--- config.mk ---
export PLATFORM = sky130hd
export DESIGN_NAME = jt49_noise_lfsr
export DESIGN_NICKNAME = d
export VERILOG_FILES = /design/src/rtl/jt49_noise_lfsr.sv
export SDC_FILE = /design/constraint.sdc
export NUM_CORES = 1
export LEC_CHECK = 0
export ABC_AREA = 1
export CORE_UTILIZATION = 40
export CTS_CLUSTER_DIAMETER = 40
export DETAILED_ROUTE_END_ITERATION = 10
export PLACE_DENSITY_LB_ADDON = 0.2
export RECOVER_POWER = 25
export SYNTH_ARGS = -nofsm -noshare
export SYNTH_HDL_FRONTEND = slang
export SYNTH_SLANG_ARGS = --single-unit
--- constraint.sdc ---
create_clock -name clk -period 2.2 [get_ports clk]
set_clock_uncertainty 0.1 [all_clocks]
set_input_delay 0.44 -clock clk [delete_from_list [all_inputs] [get_ports clk]]
set_output_delay 0.44 -clock clk [all_outputs]
set_load 0.005 [all_outputs]
--- src/rtl/jt49_noise_lfsr.sv ---
// jt49_noise_lfsr: divided-tick LFSR noise source for JT49-style PSGs.
// Define JT49_NOISE_PERIODIC_EN to honour mode (SN76489-style periodic noise).
module jt49_noise_lfsr #(
  parameter int PW  = 5,
  parameter int LW  = 17,
  parameter int TAP = 3
) (
  input  logic          clk,
  input  logic          rst_n,
  input  logic          cen,
  input  logic [PW-1:0] period,
  input  logic          mode,
  input  logic          restart,
  output logic          noise,
  output logic          shift,
  output logic [LW-1:0] lfsr
);
  logic [PW-1:0] count;
  logic [PW:0]   cnt_nx, per_eff;
  logic          div, last_div, up, tick, zero, fb;
  assign per_eff = period == '0 ? (PW+1)'(1) : {1'b0, period};
  assign cnt_nx  = {1'b0, count} + (PW+1)'(1);
  assign tick    = cnt_nx >= per_eff;
  assign up      = div & ~last_div;
  assign zero    = lfsr == '0;
  // the zero term pulls the register out of the all-zero state in either mode
`ifdef JT49_NOISE_PERIODIC_EN
  assign fb = mode ? (lfsr[0] | zero) : (lfsr[0] ^ lfsr[TAP] ^ zero);
`else
  logic unused_mode;
  assign unused_mode = mode;
  assign fb = lfsr[0] ^ lfsr[TAP] ^ zero;
`endif
  always_ff @(posedge clk or negedge rst_n)
    if (!rst_n) begin
      count    <= '0;
      div      <= 1'b0;
      last_div <= 1'b0;
      lfsr     <= '0;
      noise    <= 1'b1;
      shift    <= 1'b0;
    end else if (restart) begin
      count    <= '0;
      div      <= 1'b0;
      last_div <= 1'b0;
      lfsr     <= '0;
      shift    <= 1'b0;
    end else begin
      shift <= cen & up;
      if (cen) begin
        count    <= tick ? '0 : cnt_nx[PW-1:0];
        div      <= div ^ tick;
        last_div <= div;
        noise    <= ~lfsr[0];
        if (up) lfsr <= {fb, lfsr[LW-1:1]};
      end
    end
endmodule
==> flow_metrics.py <==
metrics = {
    "timing": {
        "finalCriticalPeriod_ps": 2059,
        "setup_viol": 0,
        "fin_crit_sh_pct": 93.61,
        "whs_ps": 403.2,
        "fmax_ghz": 0.4856,
        "worstMarginPinSlew_ps": 1403,
        "maxSlewViolCount": 0,
        "slew_headroom_pct": 6.481,
        "hold_viol": 0,
    },
    "finish": {
        "drive_gt1_share_pct": 15.79,
        "syn_to_final_growth_pct": 29.55,
        "instances_no_fill": 215,
        "finalNetCount": 188,
        "antenna_cells": 0,
    },
    "setup_path": {
        "path_buf_inv": 0,
        "crit_type": "reg2reg",
        "worstPathCellList": "ha_1, nand3_1, xor2_2, ha_1, and3_1, nand2_1, nand2_2, nor2_4, nand2_1, o21ai_0",
        "worst-path-max-fanout": 5,
        "slowest_delay_ps": 440,
        "ff2ff_path_depth": 10,
        "reg2reg_slack_ps": 140,
        "worst_path_max_delay_cell": "dfrtp_1",
        "critPathTopFamily": "simple AND/OR/NAND/NOR gates",
        "worstPathRequired_ps": 2350,
        "cp.arrival_ps": 2210,
        "r2r_end": "count[0]",
        "cp-end-kind": "register",
        "reg2reg_from": "count[0]",
        "cp-start-kind": "register",
    },
    "yosys": {
        "synth.avg_cell_area_um2": 9.580,
        "synth_fp_nets": 153,
        "ys_ff_latch": 26,
        "synthCells": 137,
        "synth_area_leader_cell": "dfrtp_1",
        "synthTopCellsByArea": "dfrtp_1 48%, o22ai_2 9.5%, inv_1 9.2%, ha_1 5.7%, nand2_1 5.4%",
        "synth_top_area_share_pct": 47.66,
        "synth.distinct_cells": 23,
        "ys_warn_count": 0,
        "ys_seq_area_share_pct": 49.67,
        "syn-cell-area_um2": 1313,
    },
    "flow_run": {
        "cap_violations": 0,
    },
    "global_routing": {
        "grt.total_usage_pct": 16.16,
        "grt_use_met2_pct": 25.84,
        "antenna_found_initial": 0,
        "grt_max_degree": 27,
        "use_met1_pct": 21.93,
        "grt_pass1_wl_um": 4243,
        "overflow": 0,
        "met3_usage_pct": 1.965,
        "busiest_layer": "met2",
        "grt_pass1_vias": 992,
    },
    "worst_hold_path": {
        "hold_path.startpoint": "noise",
        "hold-path-endpoint": "noise",
        "hp-class": "reg2reg",
        "min_path_cells": 2,
    },
    "pwr": {
        "p_sw_uw": 200.5,
        "p_leak_uw": 0.0007548,
        "combPwrFrac_pct": 11.1,
        "clockPowerShare_pct": 29.4,
        "switching_share_pct": 24.16,
        "seq_power_share_pct": 59.4,
        "cellPowerDensity_nw_per_um2": 488.1,
        "intPower_uw": 629.4,
        "ir_worst_vdd_uv": 307.0,
    },
    "detailed_routing": {
        "via_per_inst": 4.767,
        "drt_wl_total_um": 2632,
        "drc": 0,
        "drt_iter0_drc": 23,
        "wl_per_cell_um": 12.24,
        "vias": 1025,
        "first_pass_iters": 4,
        "drtAntennaViolNets": 0,
    },
    "clock_network": {
        "path_clk_slew_ps": 140,
        "holdBufCountCts": 0,
        "htreeDepth": 1,
        "clock-sinks": 26,
        "cts_tree": "done",
        "cts_root_buffer": "clkbuf_4",
        "clockBufferDepth": 2,
        "clk_latency_ps": 330,
        "cts_made_buffers": 3,
    },
    "floorplanning": {
        "die_w_um": 59.28,
        "die_area_um2": 3514,
        "io_pins": 29,
        "rows": 20,
        "coreArea_um2": 3078,
        "start_util_pct": 42.64,
        "die_y_um": 59.28,
    },
    "placed_design": {
        "dp_hpwl_um": 1893,
        "io_buffers": 27,
        "gp_congestion": 0.7178,
        "dp.cells": 211,
    },
    "run_status": {
        "status": "completed",
    },
}
[layout by cell type (no fill, tap or decap)]
master / count
clkdlybuf4s50_1: 27
dfrtp_1: 25
nor2_4: 2
buf_4: 4
clkbuf_4: 3
o21ai_0: 5
o22ai_1: 6
nand2_2: 2
nand3_1: 7
o21ai_1: 3
ha_1: 6
dfstp_2: 1
inv_2: 1
o22ai_2: 10
nand2_1: 18
nand4_1: 3
xor2_1: 2
or2_2: 1
clkbuf_1: 1
a21oi_1: 2
a41o_1: 1
clkbuf_8: 1
nand3_2: 1
inv_1: 32
and3_1: 1
xor2_2: 1
nor2_1: 5
[worst register-to-register path: stages, from the launching register on]
cell     delay (ps)
dfrtp_1         440
ha_1            240
nand3_1         130
xor2_2          190
ha_1            270
and3_1          150
nand2_1          80
nand2_2          90
nor2_4          170
nand2_1          60
o21ai_0          80
[per-layer routing]
| metal | up-vias | wire length (µm) | share of wire (%) |
|---|---|---|---|
| met1 | 488 | 1298 | 49 |
| li1 | 515 | - | - |
| met5 | - | 0 | 0 |
| met3 | 5 | 75 | 2.8 |
| met2 | 17 | 1212 | 46 |
| met4 | 0 | 46 | 1.7 |
[power by group through the flow]
stage	combinational [µW]	sequential (µW)	clock [µW]
2_1_floorplan	46.3	502	0
3_3_place_gp	89.1	502	0
3_5_place_dp	93.2	502	0
4_1_cts	93.6	493	246
5_1_grt	106	494	263
6_report	92.3	493	244
[cell families after synthesis]
kind of cell / count (synthesis) / synth area share, %
AO/OA/AOI/OAI: 27 / 16.97
XOR/XNOR: 3 / 2.002
adder cells (fa/ha/maj): 6 / 5.720
buffers and inverters: 35 / 11.15
flip-flops: 26 / 49.67
AND/OR/NAND/NOR: 40 / 14.49
[flip-flops by register name, summed over array words and instances (netlist names)]
name and flops:
lfsr 17, count 5, div 1, last_div 1, noise 1, shift 1
[synthesized netlist by cell type (all sizes together)]
library cell,n
a21oi,2
a41o,1
and3,1
buf,2
dfrtp,25
dfstp,1
ha,6
inv,33
nand2,20
nand3,8
nand4,3
nor2,7
o21ai,8
o22ai,16
or2,1
xor2,3
[per-stage QoR]
step | worst slack, ps | utilization [%] | total power [µW] | TNS [ps] | cell area [µm²]
floorplan | 354.8 | - | 548.1 | 0 | 1313
global placement | -81.69 | 53.70 | 591.2 | -392.4 | 1653
detailed placement | -166.7 | 53.70 | 595.6 | -765.7 | 1653
CTS | 67.27 | 54.88 | 833.0 | 0 | 1689
global route | -11.43 | 55.24 | 863.6 | -14.14 | 1700
finish | 140.6 | 55.24 | 830.0 | 0 | 1700
[how the worst max path moves through the flow]
| stage | slack, ps | cells past startpoint | startpoint | end |
|---|---|---|---|---|
| floorplan | 350 | 10 | count[0] | count[1] |
| global placement | -80 | 11 | period[3] | count[1] |
| detailed placement | -170 | 11 | period[3] | count[0] |
| CTS | 70 | 10 | count[0] | count[0] |
| global route | -10 | 10 | count[0] | count[2] |
| finish | 140 | 10 | count[0] | count[0] |
[cell type report]
cell class | instances | area, µm²
clock buffer | 4 | 36.28
tap | 44 | 55.05
sequential | 26 | 651.9
timing repair buffer | 32 | 304.0
multi-input combinational | 76 | 529.3
inverter | 33 | 123.9
fill | 286 | 1378
[repair_timing]
action / CTS / global route
setup buffers: 0 / 0
resized for setup: 0 / 3
endpoints found under the setup margin: 0 / 5
No activity file was read; power rests on OpenSTA's default activity.
